$ cat config.mk
export PLATFORM = sky130hd
export DESIGN_NAME = bus_demux
export DESIGN_NICKNAME = d
export VERILOG_FILES = /design/src/rtl/bus_demux.sv
export SDC_FILE = /design/constraint.sdc
export NUM_CORES = 1
export LEC_CHECK = 0
export BUFFER_PORTS_ARGS = -buffer_cell sky130_fd_sc_hd__buf_2
export CAP_MARGIN = 20
export CORE_MARGIN = 1.5
export CORE_UTILIZATION = 50
export DETAILED_ROUTE_END_ITERATION = 8
export PLACE_DENSITY = 0.71
export SLEW_MARGIN = 20
export SYNTH_ARGS = -nofsm -noshare
export SYNTH_HDL_FRONTEND = slang
export SYNTH_SLANG_ARGS = --single-unit
$ cat constraint.sdc
create_clock -name clk -period 3.9 [get_ports clk]
set_input_delay 0.78 -clock clk [delete_from_list [all_inputs] [get_ports clk]]
set_output_delay 0.78 -clock clk [all_outputs]
set_load 0.02 [all_outputs]
$ cat src/rtl/bus_demux.sv
// -----------------------------------------------------------------------------
// bus_demux
//
// Purpose:
//   Demultiplexes one valid/ready upstream word stream onto DATA_NUM downstream
//   channels. Each channel owns a 2-entry FIFO whose head word is presented on
//   that channel's slice of down_data. The word is routed according to up_gate.
//
// Configuration macro:
//   BUS_DEMUX_BROADCAST_EN
//     defined   : every set bit of up_gate receives the word in one transfer.
//     undefined : only the lowest set bit of up_gate is used; others ignored.
//
// Ports:
//   clk         in   single clock, rising-edge
//   rst         in   synchronous active-high reset
//   up_gate     in   [DATA_NUM-1:0]            channel select, bit i -> channel i
//   up_valid    in   upstream word valid
//   up_data     in   [DATA_WIDTH-1:0]          upstream word
//   up_ready    out  upstream word accepted when up_valid & up_ready
//   down_valid  out  [DATA_NUM-1:0]            channel i head word valid
//   down_data   out  [DATA_WIDTH*DATA_NUM-1:0] channel i at [(i+1)*W-1 : i*W]
//   down_ready  in   [DATA_NUM-1:0]            channel i consumer takes head
// -----------------------------------------------------------------------------
module bus_demux #(
    parameter int DATA_WIDTH = 16,
    parameter int DATA_NUM   = 4
) (
    input  logic                           clk,
    input  logic                           rst,
    input  logic [DATA_NUM-1:0]            up_gate,
    input  logic                           up_valid,
    input  logic [DATA_WIDTH-1:0]          up_data,
    output logic                           up_ready,
    output logic [DATA_NUM-1:0]            down_valid,
    output logic [DATA_WIDTH*DATA_NUM-1:0] down_data,
    input  logic [DATA_NUM-1:0]            down_ready
);

    // Per-channel FIFO storage: head is what the consumer sees, tail is the
    // second entry (only meaningful when count is 2).
    logic [DATA_WIDTH-1:0] head_q  [DATA_NUM];
    logic [DATA_WIDTH-1:0] head_d  [DATA_NUM];
    logic [DATA_WIDTH-1:0] tail_q  [DATA_NUM];
    logic [DATA_WIDTH-1:0] tail_d  [DATA_NUM];
    logic [1:0]            count_q [DATA_NUM];
    logic [1:0]            count_d [DATA_NUM];

    logic [DATA_NUM-1:0] effGate;
    logic [DATA_NUM-1:0] chanFull;
    logic [DATA_NUM-1:0] pushCh;
    logic [DATA_NUM-1:0] popCh;
    logic                xfer;

    // Effective select. In single-target mode, x & -x isolates the lowest
    // set bit so higher gate bits never reach a channel.
`ifdef BUS_DEMUX_BROADCAST_EN
    assign effGate = up_gate;
`else
    assign effGate = up_gate & (~up_gate + DATA_NUM'(1));
`endif

    // Status flags and the head/valid outputs come straight from registers,
    // so nothing on up_* can reach down_* combinationally.
    for (genvar g = 0; g < DATA_NUM; g++) begin : gChan
        assign chanFull[g]                                = (count_q[g] == 2'd2);
        assign down_valid[g]                              = (count_q[g] != 2'd0);
        assign down_data[g*DATA_WIDTH +: DATA_WIDTH]      = head_q[g];
    end

    // Upstream may only proceed when every targeted channel has room; reset
    // forces it low so nothing is accepted while state is being cleared.
    assign up_ready = !rst && (|effGate) && !(|(effGate & chanFull));
    assign xfer     = up_valid && up_ready;
    assign pushCh   = {DATA_NUM{xfer}} & effGate;
    assign popCh    = down_valid & down_ready;

    // Next-state for each channel FIFO. At count 1 a simultaneous push and
    // pop replaces the head directly; at count 2 a pop promotes the tail.
    // A push at count 2 cannot occur because up_ready excludes full channels.
    always_comb begin
        for (int i = 0; i < DATA_NUM; i++) begin
            head_d[i]  = head_q[i];
            tail_d[i]  = tail_q[i];
            count_d[i] = count_q[i];
            case (count_q[i])
                2'd0: begin
                    if (pushCh[i]) begin
                        head_d[i]  = up_data;
                        count_d[i] = 2'd1;
                    end
                end
                2'd1: begin
                    if (pushCh[i] && popCh[i]) begin
                        head_d[i]  = up_data;
                    end else if (pushCh[i]) begin
                        tail_d[i]  = up_data;
                        count_d[i] = 2'd2;
                    end else if (popCh[i]) begin
                        count_d[i] = 2'd0;
                    end
                end
                default: begin
                    if (popCh[i]) begin
                        head_d[i]  = tail_q[i];
                        count_d[i] = 2'd1;
                    end
                end
            endcase
        end
    end

    // State registers; reset clears counts and zeroes the visible data.
    always_ff @(posedge clk) begin
        if (rst) begin
            for (int i = 0; i < DATA_NUM; i++) begin
                head_q[i]  <= '0;
                tail_q[i]  <= '0;
                count_q[i] <= 2'd0;
            end
        end else begin
            for (int i = 0; i < DATA_NUM; i++) begin
                head_q[i]  <= head_d[i];
                tail_q[i]  <= tail_d[i];
                count_q[i] <= count_d[i];
            end
        end
    end

endmodule

# After elaboration in Yosys (flattened, before gate mapping)

Memories as Yosys holds them, arrays and structs flattened.
Cells that the tools add are included.
Widths: inputs -> output; s select.

Register bits after elaboration: 0
Bits in writable memories: 136
Input bits: 27
Output and inout bits: 69
Memories kept: 3

Memories:

| name    | words | bits a word | rd ports | clocked after Yosys merged registers in | write ports | RTL line | RTL |
|---|---|---|---|---|---|---|---|
| head_q  | 4     | 16          | 4        | 0                                       | 4           | 42       | `logic [DATA_WIDTH-1:0] head_q [DATA_NUM];` |
| tail_q  | 4     | 16          | 4        | 0                                       | 4           | 44       | `logic [DATA_WIDTH-1:0] tail_q [DATA_NUM];` |
| count_q | 4     | 2           | 4        | 0                                       | 4           | 46       | `logic [1:0] count_q [DATA_NUM];` |

Add/subtract/negate cells: 1
Equality and inequality tests: 8
Mux-type cells: 67
Bitwise gates (word level): 17
Reductions and logical operators: 19

Operators by type and width:

| kind                | count |
|---|---|
| $mux 16             | 32 |
| $pmux 16 s2         | 4 |
| $mux 2              | 24 |
| $and 4x4->4         | 4 |
| $pmux 2 s2          | 4 |
| $or 1x1->1          | 12 |
| $eq 2x1->1 const B  | 4 |
| $eq 2x2->1 const B  | 4 |
| $logic_not 2->1     | 4 |
| $reduce_bool 2->1   | 4 |
| $reduce_or 4->1     | 2 |
| $logic_and 1x1->1   | 7 |
| $add 4x1->4 const B | 1 |
| $not 4->4           | 1 |
| $mux 1              | 3 |
| $logic_not 1->1     | 2 |

# Logic depth before layout (Yosys ltp)

Gate-level depths: netlist of the first run.

Depth after elaboration: 13
Mapped depth: 6
Gate-level depth less buffers: 3

# Worst setup path before layout of the first run

No wires, ideal clock.

Path kind: in2out
Start point: input port up_gate[3]
End point: output port up_ready
Arrival time: 2,399 ps
Required time: 3,120 ps
Setup slack: 721 ps
Stages: 4
Buffers on the path: 1
Path through: nor2b_1 clkbuf_1 a22oi_1 a2111oi_0

Longest elaborated chain between the ends: 7

RTL lines:

| what                | RTL line | RTL |
|---|---|---|
| start: declaration  | 31       | `input logic [DATA_NUM-1:0] up_gate,` |
| $not 4->4           | 60       | `assign effGate = up_gate & (~up_gate + DATA_NUM'(1));` |
| $add 4x1->4         | 60       |  |
| $and 4x4->4 *       | 60       |  |
| $and 4x4->4         | 73       | `assign up_ready = !rst && (\|effGate) && !(\|(effGate & chanFull));` |
| $reduce_or 4->1     | 73       |  |
| $logic_not 1->1     | 73       |  |
| $logic_and 1x1->1 * | 73       |  |
| end: declaration    | 34       | `output logic up_ready,` |

Mark *: on every way between the ends. The rest lies on a longest branch, timed or not.

# Final worst setup path of the first run

Start point: input port up_gate[2]
End point: output port up_ready

Same word-level chain as after synthesis.

==> results of run 1 <==
sequential cells by signal, summed over array words and instances (netlist names):
| signal | flops |
|---|---|
| count_q | 8 |
| head_q | 64 |
| tail_q | 64 |
Yosys cell counts (2+ instances only):
cell | n | area [um^2]
buf_2 | 14 | 70.1
nand4bb_1 | 2 | 22.5
mux2_2 | 43 | 484
a211oi_1 | 2 | 15.0
a221oi_1 | 31 | 272
a31oi_1 | 3 | 18.8
o22ai_2 | 2 | 25.0
mux2i_1 | 84 | 841
o311a_1 | 31 | 310
nand2_1 | 99 | 372
buf_4 | 3 | 22.5
o21ai_0 | 34 | 170
nor3_1 | 4 | 20.0
nand3_1 | 32 | 160
a21oi_1 | 36 | 180
and3b_1 | 2 | 17.5
nand2b_1 | 7 | 43.8
inv_1 | 36 | 135
o311ai_0 | 2 | 17.5
nand3b_1 | 2 | 15.0
nand4_1 | 31 | 194
buf_1 | 8 | 30.0
dfxtp_1 | 136 | 2720
clkbuf_1 | 49 | 184
nor2_1 | 35 | 131
o211ai_1 | 2 | 15.0
nor4b_1 | 2 | 17.5
nor2b_1 | 16 | 100
cells in the final DEF (no fill, tap or decap), types with 7 or more instances in the layout:
cell       count
nand2_1       99
buf_4         14
nand4_1       31
buf_2         95
a221oi_1      31
dfxtp_1      136
inv_1         36
nand3_1       32
a21oi_1       36
o21ai_0       34
nor2b_1       14
mux2i_1       84
nand2b_1       7
nor2_1        35
clkbuf_16     17
mux2_2        43
o311a_1       31
cell families after synthesis:
group / after synthesis
compound gates: 149
buf+inv: 112
flops: 136
mux: 127
simple gates: 244
routing by layer:
metal	vias up	share of wire, %
met5	-	0
li1	2893	-
met3	37	7.6
met1	2894	43
met4	0	2.9
met2	235	46
worst paths after layout:
path	to	depth (start not counted)	slack (ns)	start
setup / recovery	up_ready	5	0.90	up_gate[2]
hold / removal	head_q[1][11]$_SDFFE_PP0P_	2	0.46	head_q[1][11]$_SDFFE_PP0P_
setup reg to reg	head_q[0][14]$_SDFFE_PP0P_	3	1.54	count_q[0][1]$_SDFFE_PP0P_
hold reg to reg	head_q[1][11]$_SDFFE_PP0P_	2	0.46	head_q[1][11]$_SDFFE_PP0P_
metrics by stage:
step	util (%)	cell area [um^2]	hold WS, ns
after global placement	55.1	7300	0.442
after global routing	59.6	7890	0.480
final	59.6	7890	0.458
after detailed placement	55.2	7300	0.449
after floorplan	-	6810	0.430
after CTS	59.6	7890	0.458
critical path: stages:
cell and delay (ns):
buf_2 0.23, nor2b_1 0.19, a22oi_1 0.11, a2111oi_0 0.63
buf_2 0.28
power by group through the flow:
stage | Sequential, mW | Combinational [mW] | Clock, mW
2_1_floorplan | 1.47 | 0.150 | 0
3_3_place_gp | 1.45 | 0.254 | 0
3_5_place_dp | 1.45 | 0.259 | 0
4_1_cts | 1.42 | 0.261 | 1.62
5_1_grt | 1.42 | 0.282 | 1.68
6_report | 1.42 | 0.262 | 1.60
final cells by class:
cell class	instances	area (um^2)
Multi-Input combinational cell	520	3650
Sequential cell	136	2720
Timing Repair Buffer	109	581
Tap cell	176	220
Clock inverter	6	88.8
Inverter	37	139
Clock buffer	25	495
Fill cell	1151	5350
==> impl_metrics.yaml, run 1 <==
clock_network:
  postCtsHoldBufs: 0
  clock-sinks: 136
  clkSlewWorstSetupHoldPaths_ns: 0.06
  postCtsSetupRepairBufs: 0
  tritoncts: "yes"
  cts.repair.resized: 0
  cts_made_buffers: 17
  clk_latency_ns: 0.43
  htreeDepth: 4
  clock_path_buffers: 2
  root_buffer: "clkbuf_16"
critical_path:
  path_class: "input port to output pin"
  cp.required_ns: 3.12
  startpoint_type: "input port"
  crit_arrival_ns: 2.22
  path_max_fanout: 21
  worst_setup_path_end_kind: "output pin"
cells_and_area:
  drive_gt1_share_pct: 23.0
  num_antenna_cells: 0
  final_cells: 1009
  fin_nets: 848
  syn2layout_area_growth_pct: 15.9
detailed_routing:
  wire_per_inst_um: 18.0
  firstDrtPassIters: 6
  dr.first_iter.drc_count: 482
  routed_wl_um: 18200
  vias_per_cell: 6.00
  drc_errors: 0
  vias: 6059
  postRouteAntennaNets: 0
sta:
  hold_viol: 0
  rsz0062_at_grt: "no"
  setup_viol: 0
  relSlewSlack_pct: 29.4
  layout_setup_ws_ns: 0.902
  fin_crit_sh_pct: 76.9
  drv_slew: 0
  fin_setup_tns_ns: 0
  period_needed_ns: 3.00
  max_freq_mhz: 334
  clock_skew_ns: 0.00404
  worst_pin_slew_ns: 1.06
die:
  core-area_um2: 13200
  die_area_um2: 14300
  dieHeight_um: 120
  start_util_pct: 51.4
  ios: 96
  die_x_um: 120
  rows: 42
power_and_ir_drop:
  total_power_mw: 3.28
  p_int_mw: 2.50
  p_sw_share_pct: 23.7
  powerDensity_nw_per_um2: 416
  leakage_nw: 3.52
  p_switching_mw: 0.779
  pwr-share-clk_pct: 48.7
  pwr-share-seq_pct: 43.3
  irDropWorstVdd_v: 0.000349
  combPwrFrac_pct: 8.0
global_routing:
  groute.usage.overall_pct: 25.5
  busiest_layer: "met2"
  grt_max_degree: 55
  gr-total-overflow: 0
  grt_pass1_vias: 5633
  grt_pass1_wl_um: 28800
  grtUsageMet1_pct: 33.5
  grtUsageMet3_pct: 6.13
  met2_usage_pct: 40.1
  antenna_found_initial: 0
min_path:
  hp-class: "flip-flop to flip-flop"
synthesis:
  yosys_warnings: 0
  synth-edff-count: 0
  syn_inst: 768
  ys_seq_area_share_pct: 40.0
  yosys_register_bits: 136
  synth-xor-area-share_pct: 0
  synth_compound_area_share_pct: 15.8
  synth.area.mux_share_pct: 19.5
  synth-async-reset-ratio_pct: 0
  synthSimpleGateAreaFrac_pct: 18.0
  synth_ff_type: "dfxtp_1"
  syn-num-nets: 795
  synth.distinct_cells: 48
  avgSynthCellArea_um2: 8.87
  synthAdderAreaFrac_pct: 0
  synthesis.area_um2: 6810
  synth_top_family_by_area: "multiplexers"
placement:
  hpwl_um: 11600
  gp_congestion: 0.786
  dp.cells: 978
  portBuffers: 95
  preCtsSetupSlack_ns: 0.860
status:
  status: "complete, no violations"
flow_run:
  cap_violations: 0
Power figures use the tool's default switching activity.
==> inputs of run 2 (changes only) <==
- clock period: 3.9 -> 2.8 ns (I/O delays scaled with it)
==> run 2 against run 1 <==
First-iteration DRC count up 15%; sequential power is 39% higher; non-clock buffer count up 13; sequential share of layout area decreased by 0.54 points; via count rose by 0.96%; die area did not move; cell count increased by 1.2%; register-to-register slack lost 0.58 ns; highest routed layer unchanged; setup slack lost 0.60 ns; design area is 1.6% higher.
==> impl_metrics.yaml, run 2 (same netlist as run 1, synthesis figures left out) <==
sta:
  hold_viol: 0
  worst_pin_slew_ns: 0.696
  fin_crit_sh_pct: 89.4
  clock_skew_ns: 0.00814
  drv_slew: 0
  fin_setup_tns_ns: 0
  rsz0062_at_grt: "no"
  setup_viol: 0
  period_needed_ns: 2.50
  max_freq_mhz: 400
  relSlewSlack_pct: 53.6
critical_path:
  path_cells: "nand2b_1 > a22oi_1 > a2111oi_0 > buf_4 > buf_2"
  worst_setup_path_end_kind: "output pin"
  max_stage_delay_ns: 0.48
  cp.required_ns: 2.24
  startpoint_type: "flip-flop"
  path_class: "flip-flop to output pin"
  crit_arrival_ns: 1.94
  path_max_fanout: 7
  cp_slowest_cell: "a2111oi_0"
placement:
  dpl-instance-area_um2: 7410
  dp.cells: 991
  gp_congestion: 0.814
  portBuffers: 95
  hpwl_um: 11800
clock_network:
  htreeDepth: 4
  clk_latency_ns: 0.42
  postCtsSetupRepairBufs: 0
  cts.repair.resized: 0
  root_buffer: "clkbuf_16"
  cts_made_buffers: 17
  postCtsHoldBufs: 0
  clkSlewWorstSetupHoldPaths_ns: 0.06
  clock_path_buffers: 2
  clock-sinks: 136
  tritoncts: "yes"
cells_and_area:
  syn2layout_area_growth_pct: 17.8
  final_common_cell: "dfxtp_1"
  final_cells: 1021
  num_antenna_cells: 0
  final_util_pct: 60.6
  drive_gt1_share_pct: 24.6
  final_cell_mix: "136 x dfxtp_1, 99 x nand2_1, 95 x buf_2"
  fin_nets: 861
  final_area_um2: 8020
  top_regs: "head_q x64, tail_q x64, count_q x8"
detailed_routing:
  wl_met3_um: 1310
  firstDrtPassIters: 6
  dr.first_iter.drc_count: 556
  met2_length_um: 8920
  vias_per_cell: 5.99
  vias: 6117
  met1_length_um: 7880
  wire_per_inst_um: 18.2
  drc_errors: 0
  top_layer_used: "met4"
  postRouteAntennaNets: 0
  routed_wl_um: 18600
global_routing:
  grt_pass1_vias: 5606
  grt_max_degree: 55
  gr-total-overflow: 0
  antenna_found_initial: 0
  grt_pass1_wl_um: 29500
  groute.usage.overall_pct: 25.9
die:
  dieHeight_um: 120
  die_area_um2: 14300
  core-area_um2: 13200
  ios: 96
  die_x_um: 120
  start_util_pct: 51.4
  rows: 42
status:
  status: "complete, no violations"
power_and_ir_drop:
  combPwrFrac_pct: 8.1
  total_power_mw: 4.65
  pwr-share-seq_pct: 42.6
  pwr-share-clk_pct: 49.3
  p_switching_mw: 1.11
  leakage_nw: 3.59
  p_sw_share_pct: 24.0
  powerDensity_nw_per_um2: 579
  irDropWorstVdd_v: 0.000447
  p_int_mw: 3.53
flow_run:
  cap_violations: 0
min_path:
  hp-class: "input port to flip-flop"
==> run 2: cell types whose count changed in the layout (fill, tap and decap cells not counted), sizes merged <==
cell    previous run  this run
buf              109       122
bufinv             2         3
clkbuf            25        19
clkinv             1         4
inv               38        39
==> run 2: worst paths after layout <==
kind	startpoint	end	slack, ns	depth (start not counted)
max	count_q[2][0]$_SDFFE_PP0P_	up_ready	0.30	5
min	down_ready[3]	count_q[3][1]$_SDFFE_PP0P_	0.44	2
max reg2reg	count_q[2][1]$_SDFFE_PP0P_	tail_q[2][14]$_SDFFE_PP0P_	0.96	4
min reg2reg	head_q[1][1]$_SDFFE_PP0P_	head_q[1][1]$_SDFFE_PP0P_	0.46	2
==> run 2: layout make-up <==
cell class                      count  area, um^2
Fill cell                        1138        5220
Multi-Input combinational cell    520        3650
Sequential cell                   136        2720
Timing Repair Buffer              122         691
Clock buffer                       19         453
Tap cell                          176         220
Clock inverter                     11         146
Inverter                           37         139
==> run 2: through the flow <==
stage                     hold WS (ns)  worst slack (ns)
after floorplan                  0.430            0.0615
after global placement           0.444             0.431
after detailed placement         0.449             0.392
after CTS                        0.425             0.295
after global routing             0.443             0.187
final                            0.443             0.298
==> run 2: power by group through the flow <==
stage | clock network, mW | logic (mW) | registers (mW)
finish | 2.29 | 0.378 | 1.98
global route | 2.40 | 0.405 | 1.98
CTS | 2.31 | 0.376 | 1.98
detailed placement | 0 | 0.373 | 2.02
global placement | 0 | 0.366 | 2.02
floorplan | 0 | 0.209 | 2.04
==> run 2: worst max-delay path, delay by kind of cell (launching register included) <==
| kind | cells | cell delay (ns) |
|---|---|---|
| AOI/OAI and AO/OA | 2 | 0.57 |
| buffers and inverters | 2 | 0.34 |
| DFF | 1 | 0.45 |
| and+or+nand+nor | 1 | 0.16 |
==> run 2: layer usage <==
| metal | track usage (%) | vias up |
|---|---|---|
| li1 | - | 2908 |
| met1 | 35.4 | 2935 |
| met2 | 39.9 | 239 |
| met3 | 5.42 | 35 |
| met4 | 10.4 | 0 |
| met5 | 0 | - |
==> inputs of run 3 (changes only) <==
- REMOVE_ABC_BUFFERS: not set -> 1
==> run 3 against run 2 <==
Total power rose by 1.6%; design area rose by 0.34%; core utilization rose by 0.21 points; cell count did not move; critical path depth did not move; via count fell by 0.29%; sequential power barely moved; largest power group unchanged.
==> impl_metrics.yaml, run 3 (same netlist as run 1, synthesis figures left out) <==
detailed_routing:
  firstDrtPassIters: 5
  dr.first_iter.drc_count: 492
  routed_wl_um: 18600
  vias_per_cell: 5.97
  vias: 6099
  postRouteAntennaNets: 0
  drc_errors: 0
  wire_per_inst_um: 18.2
critical_path:
  startpoint_type: "flip-flop"
  crit_arrival_ns: 2.05
  rr_worst_depth: 4
  cp.required_ns: 2.24
  path_max_fanout: 7
  path_class: "flip-flop to output pin"
  worst_setup_path_end_kind: "output pin"
sta:
  setup_viol: 0
  max_freq_mhz: 383
  fin_crit_sh_pct: 93.2
  rsz0062_at_grt: "no"
  clock_skew_ns: 0.00732
  period_needed_ns: 2.61
  drv_slew: 0
  relSlewSlack_pct: 50.7
  whs_ns: 0.421
  hold_viol: 0
  worst_pin_slew_ns: 0.736
clock_network:
  cts.repair.resized: 0
  postCtsHoldBufs: 0
  root_buffer: "clkbuf_16"
  tritoncts: "yes"
  clock-sinks: 136
  clk_latency_ns: 0.41
  cts_made_buffers: 17
  clock_path_buffers: 2
  clkSlewWorstSetupHoldPaths_ns: 0.05
  postCtsSetupRepairBufs: 0
  htreeDepth: 4
power_and_ir_drop:
  p_int_mw: 3.62
  powerDensity_nw_per_um2: 587
  total_power_mw: 4.72
  p_switching_mw: 1.10
  p_sw_share_pct: 23.2
  leakage_nw: 3.60
  combPwrFrac_pct: 8.1
  irDropWorstVdd_v: 0.000348
  pwr-share-seq_pct: 41.9
  pwr-share-clk_pct: 50.0
cells_and_area:
  syn2layout_area_growth_pct: 18.2
  final_area_um2: 8050
  final_cells: 1021
  final_common_cell: "dfxtp_1"
  fin_nets: 861
  drive_gt1_share_pct: 24.6
  top_regs: "head_q x64, tail_q x64, count_q x8"
  final_cell_mix: "136 x dfxtp_1, 99 x nand2_1, 95 x buf_2"
  num_antenna_cells: 0
die:
  start_util_pct: 51.4
  die_area_um2: 14300
  core-area_um2: 13200
  die_x_um: 120
  rows: 42
  dieHeight_um: 120
  ios: 96
placement:
  dpl-instance-area_um2: 7410
  hpwl_um: 11900
  portBuffers: 95
  dp.cells: 990
  gp_congestion: 0.796
min_path:
  min_path_cells: 2
  hp-class: "input port to flip-flop"
global_routing:
  grtUsageMet1_pct: 32.8
  antenna_found_initial: 0
  met2_usage_pct: 43.0
  grt_pass1_vias: 5764
  gr-total-overflow: 0
  grt_max_degree: 56
  groute.usage.overall_pct: 26.0
  grt_pass1_wl_um: 29600
  grtUsageMet3_pct: 4.99
  busiest_layer: "met2"
status:
  status: "complete, no violations"
flow_run:
  cap_violations: 0
==> run 3: cell types whose count changed in the layout (fill, tap and decap cells not counted) <==
cell / previous run / this run
inv_6: 2 / 0
clkinvlp_4: 2 / 3
clkinv_2: 3 / 1
clkinv_4: 1 / 3
bufinv_16: 3 / 4
==> run 3: cell type report <==
| cell class | count | area, um^2 |
|---|---|---|
| Multi-Input combinational cell | 520 | 3650 |
| Inverter | 37 | 139 |
| Timing Repair Buffer | 122 | 691 |
| Clock inverter | 11 | 174 |
| Sequential cell | 136 | 2720 |
| Tap cell | 176 | 220 |
| Clock buffer | 19 | 453 |
| Fill cell | 1138 | 5190 |
==> run 3: per-stage QoR <==
stage               setup WS [ns]  util, %  setup TNS, ns
floorplan                   -2.40        -         -92.81
global placement            0.439     55.9              0
detailed placement          0.381     55.9              0
CTS                         0.275     60.7              0
global route                0.220     60.8              0
finish                      0.190     60.8              0
==> run 3: worst paths after layout <==
kind                                   start                          to  slack (ns)
setup / recovery  count_q[2][0]$_SDFFE_PP0P_                    up_ready        0.19
hold / removal                 down_ready[0]  count_q[0][1]$_SDFFE_PP0P_        0.42
setup reg to reg  count_q[2][1]$_SDFFE_PP0P_  tail_q[2][14]$_SDFFE_PP0P_        0.93
hold reg to reg   head_q[1][13]$_SDFFE_PP0P_  head_q[1][13]$_SDFFE_PP0P_        0.45
==> run 3: per-layer routing <==
metal	part of all wire, %	wire length, um	vias to the layer above
met5	0	0	-
met4	3.4	629	0
met3	5.8	1080	36
met2	48	9030	207
met1	42	7880	2946
li1	-	-	2910
==> run 3: power groups by stage <==
stage,sequential (mW),clock (mW),combinational (mW)
after global routing,1.98,2.48,0.406
after global placement,2.02,0,0.364
final,1.98,2.36,0.380
after CTS,1.98,2.38,0.375
after detailed placement,2.02,0,0.373
after floorplan,2.05,0,0.166
==> run 3: worst max-delay path: stages, from the launching register on <==
cell	delay [ns]
dfxtp_1	0.46
nand2b_1	0.17
a22oi_1	0.10
a2111oi_0	0.55
buf_4	0.21
buf_2	0.15
